[src/rtl/ram_dump_reader.sv]
// Bus-master readback engine: fetches a block of big-endian words from the byte RAM and streams them out.
// Optional MFC timeout is enabled by defining RAM_DUMP_TIMEOUT_EN.
module ram_dump_reader #(
    parameter int          ADDR_W         = 9,
    parameter int          CNT_W          = 8,
    parameter logic [5:0]  RD_BYTE_OP     = 6'b000000,
    parameter int          TIMEOUT_CYCLES = 64
) (
    input  logic              Clk,
    input  logic              RESET,
    input  logic              start,
    input  logic [ADDR_W-1:0] base_addr,
    input  logic [CNT_W-1:0]  word_count,
    output logic              RAM_enable,
    output logic [5:0]        RAM_OpCode,
    output logic [ADDR_W-1:0] RAM_addr,
    input  logic [7:0]        RAM_Out,
    input  logic              MFC,
    output logic [31:0]       word_out,
    output logic [ADDR_W-1:0] word_addr,
    output logic              word_valid,
    input  logic              word_ready,
    output logic              busy,
    output logic              done,
    output logic              err
);

    typedef enum logic [2:0] {
        S_IDLE,
        S_ACCESS,
        S_GAP,
        S_EMIT,
        S_FINISH
    } state_t;

    state_t            state_q, state_d;
    logic [ADDR_W-1:0] addr_q, addr_d;
    logic [CNT_W-1:0]  remaining_q, remaining_d;
    logic [1:0]        idx_q, idx_d;
    logic [31:0]       word_q, word_d;

`ifdef RAM_DUMP_TIMEOUT_EN
    localparam int TMO_W = $clog2(TIMEOUT_CYCLES) + 1;
    logic [TMO_W-1:0] tmo_q, tmo_d;
    logic             err_q, err_d;
`endif

    always_ff @(posedge Clk) begin
        if (RESET) begin
            state_q     <= S_IDLE;
            addr_q      <= '0;
            remaining_q <= '0;
            idx_q       <= '0;
            word_q      <= '0;
`ifdef RAM_DUMP_TIMEOUT_EN
            tmo_q       <= '0;
            err_q       <= 1'b0;
`endif
        end else begin
            state_q     <= state_d;
            addr_q      <= addr_d;
            remaining_q <= remaining_d;
            idx_q       <= idx_d;
            word_q      <= word_d;
`ifdef RAM_DUMP_TIMEOUT_EN
            tmo_q       <= tmo_d;
            err_q       <= err_d;
`endif
        end
    end

    always_comb begin
        state_d     = state_q;
        addr_d      = addr_q;
        remaining_d = remaining_q;
        idx_d       = idx_q;
        word_d      = word_q;
`ifdef RAM_DUMP_TIMEOUT_EN
        // Timer only counts consecutive waiting cycles of one ACCESS visit.
        tmo_d       = '0;
        err_d       = err_q;
`endif
        case (state_q)
            S_IDLE: begin
                if (start) begin
                    addr_d      = {base_addr[ADDR_W-1:2], 2'b00};
                    remaining_d = word_count;
                    idx_d       = 2'd0;
`ifdef RAM_DUMP_TIMEOUT_EN
                    err_d       = 1'b0;
`endif
                    state_d     = (word_count == '0) ? S_FINISH : S_ACCESS;
                end
            end
            S_ACCESS: begin
                if (MFC) begin
                    case (idx_q)
                        2'd0:    word_d[31:24] = RAM_Out;
                        2'd1:    word_d[23:16] = RAM_Out;
                        2'd2:    word_d[15:8]  = RAM_Out;
                        default: word_d[7:0]   = RAM_Out;
                    endcase
                    if (idx_q == 2'd3) begin
                        state_d = S_EMIT;
                    end else begin
                        idx_d   = idx_q + 2'd1;
                        state_d = S_GAP;
                    end
                end else begin
`ifdef RAM_DUMP_TIMEOUT_EN
                    if (tmo_q == TMO_W'(TIMEOUT_CYCLES - 1)) begin
                        err_d   = 1'b1;
                        word_d  = '0;
                        idx_d   = 2'd0;
                        state_d = S_FINISH;
                    end else begin
                        tmo_d   = tmo_q + TMO_W'(1);
                    end
`endif
                end
            end
            S_GAP: begin
                state_d = S_ACCESS;
            end
            S_EMIT: begin
                if (word_ready) begin
                    remaining_d = remaining_q - CNT_W'(1);
                    addr_d      = addr_q + ADDR_W'(4);
                    if (remaining_q == CNT_W'(1)) begin
                        state_d = S_FINISH;
                    end else begin
                        idx_d   = 2'd0;
                        state_d = S_ACCESS;
                    end
                end
            end
            S_FINISH: begin
                state_d = S_IDLE;
            end
            default: begin
                state_d = S_IDLE;
            end
        endcase
    end

    // Outputs are decoded from registered state so they are glitch-free and zero in reset.
    always_comb begin
        RAM_enable = (state_q == S_ACCESS);
        RAM_OpCode = RAM_enable ? RD_BYTE_OP : 6'b000000;
        RAM_addr   = RAM_enable ? (addr_q + ADDR_W'(idx_q)) : '0;
        word_out   = word_q;
        word_addr  = addr_q;
        word_valid = (state_q == S_EMIT);
        busy       = (state_q != S_IDLE);
        done       = (state_q == S_FINISH);
    end

`ifdef RAM_DUMP_TIMEOUT_EN
    assign err = err_q;
`else
    assign err = 1'b0;
`endif

endmodule

[config.mk]
export PLATFORM = sky130hd
export DESIGN_NAME = ram_dump_reader
export DESIGN_NICKNAME = d
export VERILOG_FILES = /design/src/rtl/ram_dump_reader.sv
export SDC_FILE = /design/constraint.sdc
export NUM_CORES = 1
export LEC_CHECK = 0
export CAP_MARGIN = 20
export CORE_ASPECT_RATIO = 1.75
export CORE_UTILIZATION = 35
export DETAILED_ROUTE_END_ITERATION = 10
export PLACE_DENSITY = 0.67
export SKIP_LAST_GASP = 1
export SLEW_MARGIN = 5
export SYNTH_ARGS = -nofsm -noshare
export SYNTH_HDL_FRONTEND = slang
export SYNTH_SLANG_ARGS = --single-unit
[constraint.sdc]
create_clock -name Clk -period 1.65 [get_ports Clk]
set_input_delay 0.4125 -clock Clk [delete_from_list [all_inputs] [get_ports Clk]]
set_output_delay 0.4125 -clock Clk [all_outputs]
set_load 0.02 [all_outputs]
# Yosys cells after proc, flatten, opt, wreduce, memory -nomap -nowiden
# Index checks and enable logic that the tools add are counted.
[classes] div=0 add_sub_neg=4 n_bitwise=1 reduce_logical=14 n_eq_ne=13 muxes=20 shifts=0 magnitude_cmp=0 n_mul=0
[ops] op="9-bit 2-to-1 mux" n=3
[ops] op="9-bit one-hot mux with 2 select lines" n=1
[ops] op="3-bit AND reduction" n=6
[ops] op="8-bit 2-to-1 mux" n=2
[ops] op="8-bit one-hot mux with 2 select lines" n=1
[ops] op="3-bit 2-to-1 mux" n=5
[ops] op="3-bit one-hot mux with 4 select lines" n=1
[ops] op="2-bit 2-to-1 mux" n=5
[ops] op="9-bit by 2-bit adder with 9-bit output" n=1
[ops] op="9-bit by 3-bit adder with 9-bit output (second input constant)" n=1
[ops] op="8-bit by 1-bit equality test with 1-bit output (second input constant)" n=1
[ops] op="8-bit logical NOT" n=1
[ops] op="8-bit by 1-bit subtractor with 8-bit output (second input constant)" n=1
[ops] op="3-bit by 2-bit equality test with 1-bit output (second input constant)" n=2
[ops] op="2-bit inequality test (second input constant)" n=3
[ops] op="2-bit one-hot mux with 3 select lines" n=1
[ops] op="6-bit AND reduction" n=1
[ops] op="3-bit nonzero test" n=2
[ops] op="2-bit equality test (second input constant)" n=2
[ops] op="2-bit by 1-bit inequality test with 1-bit output (second input constant)" n=2
[ops] op="3-bit by 1-bit equality test with 1-bit output (second input constant)" n=1
[ops] op="3-bit equality test (second input constant)" n=1
[ops] op="3-bit logical NOT" n=1
[ops] op="3-bit OR reduction" n=1
[ops] op="other kinds (6)" n=6
[word_totals] mem_bits_rw=0 reg_bits=54 n_memories=0 elab_cells=60 mem_bits_ro=0 latch_bits=0 inputBits=30 output_inout_bits=61

# Logic depth before layout (Yosys ltp)
# Gate-level depths: netlist of the first run.
[depth] depth_word=4 ltp_mapped=7 depth_no_buf=6

# Worst setup path after synthesis of the first run
# Ideal clock, no wire load.
[synth_path] path_kind="register to output" from="register state_q[0]" to="output port RAM_addr[0]" t_required_ns=1.237 t_arrival_ns=1.376 stages_incl_launch_ff=6 slack_ns=-0.138 path_buffers=3 cell_sequence="dfxtp_1 buf_2 nor3b_1 buf_4 buf_2 and2_1"
[synth_between] elab_chain_cells=2
[synth_lines] element="start, declared" line_no="36" source="state_t state_q, state_d;"
[synth_lines] element="start signal, assigned" line_no="60" source="state_q <= state_d;"
[synth_lines] element="3-bit by 1-bit equality test with 1-bit output" line_no="148" source="RAM_enable = (state_q == S_ACCESS);"
[synth_lines] element="named net RAM_enable" line_no="14" source="output logic RAM_enable,"
[synth_lines] element="9-bit 2-to-1 mux" line_no="150" source="RAM_addr = RAM_enable ? (addr_q + ADDR_W'(idx_q)) : '0;"
[synth_lines] element="end, declared" line_no="16" source="output logic [ADDR_W-1:0] RAM_addr,"
# The timed path passes the listed nets, and every way through them passes these cells.

# Final worst setup path of the first run
[layout_path] from="register state_q[2]" to="output port RAM_addr[7]"
[layout_between] elab_chain_cells=2
[layout_lines] element="3-bit by 1-bit equality test with 1-bit output" line_no="148"
[layout_lines] element="9-bit 2-to-1 mux" line_no="150"
# No other way between the ends.

==> reports/qor.yml, run 1 <==
coreArea_sq_um: 7280
cp-start-kind: "flop"
dpl.cell_count: 485
drt_wl_total_mm: 7.63
use_met3_pct: 5.64
die_area_sq_um: 7980
synth_edf_count: 0
cts_tree: "done"
ctsHtreeMaxLevel: 2
tightest_slew_ns: 0.643
die_width_um: 67.9
antennaDiodeCount: 0
place_hpwl_mm: 5.31
clkSinkCount: 52
vdd_drop_max_uv: 772
async_flop_share_pct: 0
cts-root-buf: "clkbuf_16"
antenna_found_initial: 0
grt_use_met2_pct: 34.3
multi_input_area_sq_um: 1580
drive_above_1_share_pct: 24.8
gp_congestion: 0.840
timing.final.hold_violations: 0
slew_violations: 0
nFillCells: 645
crit_arrival_ns: 1.35
synth.top_cells.by_count: "52 x dfxtp_1, 48 x nor2_1, 33 x mux2i_1"
min_period_over_period_pct: 107
port_buffers: 79
avgSynthCellArea_sq_um: 9.00
violations: "negative setup slack"
nets: 451
io_pins: 91
yosysWarnings: 0
row_count: 41
final_util_pct: 56.2
maxCapViolations: 0
path_class: "flop to output port"
clk_path_buf_depth: 2
grt_start_max_net_pins: 26
synth_top_area_share_pct: 39.1
p_per_area_nw_per_um2: 866
numCtsBuffers: 5
grt_use_met1_pct: 18.6
fin_ws_ns: -0.112
grt_pass1_wl_mm: 11.7
vias: 2567
drt-pass1-iter-count: 4
synth.most_common_cell: "dfxtp_1"
grt_usage_pct: 19.3
regArea_sq_um: 1040
required_ns: 1.24
rsz0062_at_grt: "yes"
status: "finished, violations left"
cp-end-kind: "output port"
yosysTopAreaCell: "dfxtp_1"
slew_headroom_pct: 56.7
p_leak_nw: 2.14
drt-initial-drc-count: 83
die_h_um: 117
yosys_register_bits: 52
synthFlopType: "dfxtp_1"
viasPerCell: 5.12
ys_seq_area_share_pct: 39.1
synth_cell_types: 52
dp_slack_ns: -0.458
postSynthCellCount: 296
routedWlPerCell_um: 15.2
synth.cell_area_sq_um: 2660
fin_crit_ns: 1.76
ant_nets: 0
fin_skew_ns: 0.00609
worstPathMaxFanout: 7
grt_pass1_vias: 2595
instances_no_fill: 501
setup_viol: 14
grt.busiest_layer: "met2"
hold_path.class: "flop to flop"
cts.reportedPaths.clkPinSlew_ns: 0.07
grt_overflow_total: 0
start_util_pct: 36.6
drc: 0
postCtsHoldBufs: 0
area_growth_pct: 53.6
max_freq_ghz: 0.568
insertion_delay_ns: 0.29
synth_area_leaders: "dfxtp_1 39%, mux2i_1 12%, nor2_1 6.8%"
[layout make-up]
cell class / instances / area share, %
timing repair buffer: 126 / 29.1
inverter: 8 / 0.734
clock inverter: 1 / 0.214
clock buffer: 7 / 3.24
multi-input combinational: 221 / 38.5
tap: 86 / 2.63
sequential: 52 / 25.5
[cell usage in the layout, fill, tap and decap left out, types with 2 or more instances in the layout]
master | synthesis | final
ha_1 | 7 | 7
dlygate4sd2_1 | 0 | 34
clkbuf_16 | 0 | 6
and2_1 | 14 | 5
mux2i_1 | 33 | 33
and3_1 | 3 | 2
dfxtp_1 | 52 | 49
dfxtp_2 | 0 | 3
a21oi_1 | 16 | 16
o311ai_2 | 0 | 2
and2_4 | 0 | 8
buf_4 | 11 | 38
buf_2 | 5 | 3
o21ai_0 | 3 | 3
dlymetal6s2s_1 | 0 | 7
nor3_1 | 5 | 5
clkdlybuf4s50_1 | 0 | 25
nor3b_1 | 4 | 3
clkbuf_1 | 5 | 2
inv_1 | 7 | 7
nand2_1 | 16 | 16
nor4_2 | 1 | 2
buf_6 | 3 | 13
conb_1 | 1 | 9
a311oi_1 | 3 | 3
nand3_4 | 4 | 4
nor2_1 | 48 | 48
nand3_1 | 7 | 6
nor4_1 | 3 | 2
buf_12 | 0 | 4
o21ai_1 | 12 | 12
[sequential cells by signal, indices dropped and copies added, names as in the netlist]
name / count
state_q: 3
word_out: 32
remaining_q: 8
word_addr: 7
idx_q: 2
[cells by family after synthesis]
family                   share of synthesized area, %
adder cells (fa/ha/maj)                          3.29
AO/OA/AOI/OAI                                    14.0
AND/OR/NAND/NOR                                  23.5
buffers and inverters                            7.14
other                                           0.141
multiplexers                                     12.8
flip-flops                                       39.1
[critical path, stage by stage, from the launching register on]
cell and delay (ns):
dfxtp_2 0.34, nor3b_4 0.24, buf_6 0.16, buf_6 0.09
and2_4 0.13, buf_6 0.10
[power breakdown]
part / internal (mW) / switching [mW]
Sequential: 1.33 / 0.0625
Combinational: 0.545 / 0.557
Clock: 0.568 / 0.477
[path summary, 6_finish.rpt]
path,from,to,slack (ns),cells after the start
worst max-delay path,state_q[2]$_SDFFE_PP0P_,RAM_addr[7],-0.11,5
worst min-delay path,word_out[10]$_SDFFE_PP0P_,word_out[10]$_SDFFE_PP0P_,0.49,2
worst max register to register,state_q[1]$_SDFFE_PP0P_,idx_q[1]$_SDFFE_PP0P_,-0.04,6
worst min register to register,word_out[10]$_SDFFE_PP0P_,word_out[10]$_SDFFE_PP0P_,0.49,2
[timing repair]
item | in CTS | in global routing
gates resized for setup | 120 | 21
pin swaps | 9 | 12
buffers inserted | 2 | 4
gates cloned | 1 | 1
setup endpoints to repair | 63 | 26
[metal layers]
metal  routed length (um)  part of all wire, %
met5                    0                    0
met1                 2790                   37
met3                  513                  6.7
met2                 4090                   54
met4                  241                  3.2
[stage by stage]
stage	hold WS, ns	power (mW)	instance area [sq um]	setup TNS, ns
after floorplan	0.466	1.99	2710	0
after detailed placement	0.488	2.41	3790	-9.64
after global routing	0.520	3.70	4090	-1.63
after CTS	0.500	3.49	3970	-0.823
after global placement	0.476	2.39	3790	-9.59
final	0.490	3.54	4090	-0.597
Note: power is estimated with default switching activity, not from simulation.
==> inputs of run 2 (changes only) <==
--- a/config.mk
+++ b/config.mk
@@ -9,7 +9,7 @@
 export CORE_ASPECT_RATIO = 1.75
 export CORE_UTILIZATION = 35
 export DETAILED_ROUTE_END_ITERATION = 10
-export PLACE_DENSITY = 0.67
+export PLACE_DENSITY = 0.68
 export SKIP_LAST_GASP = 1
 export SLEW_MARGIN = 5
 export SYNTH_ARGS = -nofsm -noshare
==> run 2 against run 1 <==
  * Die area stayed put
  * Critical path depth is 2 lower
  * Largest cell class unchanged
  * Clock-buffer cell count fell by 1
  * The flow still finishes with violations (negative setup slack)
  * Non-clock buffer count fell by 7
==> reports/qor.yml, run 2 (same netlist as run 1, synthesis figures left out) <==
cts.reportedPaths.clkPinSlew_ns: 0.07  # about the same
die_area_sq_um: 7980  # unchanged
multi_input_area_sq_um: 1580  # unchanged
ctsHtreeMaxLevel: 2  # unchanged
gp_congestion: 0.851  # +1.2%
fin_skew_ns: 0.00384  # -0.00226 ns
p_leak_nw: 2.05  # -4.1%
die_h_um: 117  # unchanged
total_power_mw: 3.54  # -0.17%
place_hpwl_mm: 5.04  # -5.1%
fin_ws_ns: -0.0649  # +0.0470 ns
finalHoldWorstSlack_ns: 0.490  # +0.000637 ns
instances_no_fill: 493  # -1.6%
vias: 2518  # -1.9%
worstPathMaxFanout: 5  # -2
grt_use_met1_pct: 18.0  # -0.58 points
cp_cell_sequence: "buf_4, or3_4, buf_6"
insertion_delay_ns: 0.29  # about the same
row_count: 41  # unchanged
drive_above_1_share_pct: 24.6  # -0.25 points
slew_headroom_pct: 66.3  # +9.6 points
nets: 443  # -1.8%
hold_path.class: "flop to flop"
timing.final.hold_violations: 0  # unchanged
antenna_found_initial: 0  # unchanged
drt_wl_total_mm: 7.01  # -8.1%
die_width_um: 67.9  # unchanged
numCtsBuffers: 5  # unchanged
dpl.cell_count: 481  # -0.82%
max_freq_ghz: 0.583  # +2.7%
whs_path_depth: 2  # unchanged
grt_usage_pct: 18.0  # -1.3 points
slew_violations: 0  # unchanged
routedWlPerCell_um: 14.2  # -6.6%
grt.busiest_layer: "met2"
violations: "negative setup slack"
maxCapViolations: 0  # unchanged
drt-pass1-iter-count: 4  # unchanged
p_per_area_nw_per_um2: 875  # +1.1%
ant_nets: 0  # unchanged
drc: 0  # unchanged
antennaDiodeCount: 0  # unchanged
port_buffers: 79  # unchanged
vdd_drop_max_uv: 662  # -14%
clkSinkCount: 52  # unchanged
grt_use_met2_pct: 32.4  # -1.9 points
nFillCells: 684  # +6.0%
viasPerCell: 5.11  # -0.32%
clk_path_buf_depth: 2  # unchanged
fin_crit_ns: 1.71  # -0.0470 ns
grt_pass1_vias: 2430  # -6.4%
use_met3_pct: 5.06  # -0.58 points
io_pins: 91  # unchanged
layout_common_cells: "48 x nor2_1, 48 x dfxtp_1, 38 x dlygate4sd2_1"
cp-start-kind: "flop"
regArea_sq_um: 1050  # +0.36%
path_class: "flop to output port"
grt_overflow_total: 0  # unchanged
critPathMaxStageDelay_ns: 0.37  # +0.03 ns
drt-initial-drc-count: 122  # +47%
cts_tree: "done"
final_util_pct: 55.5  # -0.70 points
largest_reg_flops: 32  # unchanged
cts-root-buf: "clkbuf_16"
setup_viol: 12  # -2
coreArea_sq_um: 7280  # unchanged
crit_arrival_ns: 1.30  # -0.05 ns
start_util_pct: 36.6  # unchanged
cp-end-kind: "output port"
rr_worst_depth: 7  # +1
rsz0062_at_grt: "yes"
grt_pass1_wl_mm: 11.1  # -5.3%
required_ns: 1.24  # about the same
min_period_over_period_pct: 104  # -2.8 points
grt_start_max_net_pins: 26  # unchanged
cpMaxStageDelayCell: "dfxtp_4"
status: "finished, violations left"
tightest_slew_ns: 0.502  # -0.141 ns
area_growth_pct: 51.7
dp_slack_ns: -0.511  # -0.0536 ns
postCtsHoldBufs: 0  # unchanged
[run 2: path summary, 6_finish.rpt]
path	end	slack, ns	from
worst max register to register	remaining_q[0]$_SDFFE_PP0P_	-0.01	state_q[1]$_SDFFE_PP0P_
worst max-delay path	busy	-0.06	state_q[2]$_SDFFE_PP0P_
worst min register to register	word_out[31]$_SDFFE_PP0P_	0.49	word_out[31]$_SDFFE_PP0P_
worst min-delay path	word_out[31]$_SDFFE_PP0P_	0.49	word_out[31]$_SDFFE_PP0P_
[run 2: repair_timing]
item | 4_1_cts | 5_1_grt
buffers inserted | 1 | 2
cloned | 1 | 0
setup endpoints to repair | 67 | 26
pin swaps | 2 | 12
resized for setup | 107 | 42
[run 2: layout make-up]
class,instances,area share [%]
well taps,86,2.66
repair buffers,119,27.8
flip-flops and latches,52,26.0
clock inverters,2,0.434
multi-input cells,220,39.0
inverters,8,0.743
clock buffers,6,3.44
[run 2: metrics by stage]
step	cell area [sq um]	setup TNS [ns]
5_1_grt	4040	-1.47
2_1_floorplan	2710	0
4_1_cts	3880	-0.784
3_3_place_gp	3740	-9.55
3_5_place_dp	3740	-10.82
6_report	4040	-0.453
[run 2: per-layer routing]
layer / routed length [um] / share of wire (%)
met1: 2600 / 37
met2: 3730 / 53
met3: 490 / 7.0
met4: 187 / 2.7
met5: 0 / 0
[run 2: worst max-delay path: cells and delay by family (launching register included)]
family | cells | cell delay (ns)
buffers and inverters | 2 | 0.28
DFF | 1 | 0.37
and+or+nand+nor | 1 | 0.37
[run 2: where the power goes]
group,switching [mW],internal (mW)
combinational,0.531,0.513
clock,0.477,0.615
sequential,0.0691,1.33
total,1.08,2.46
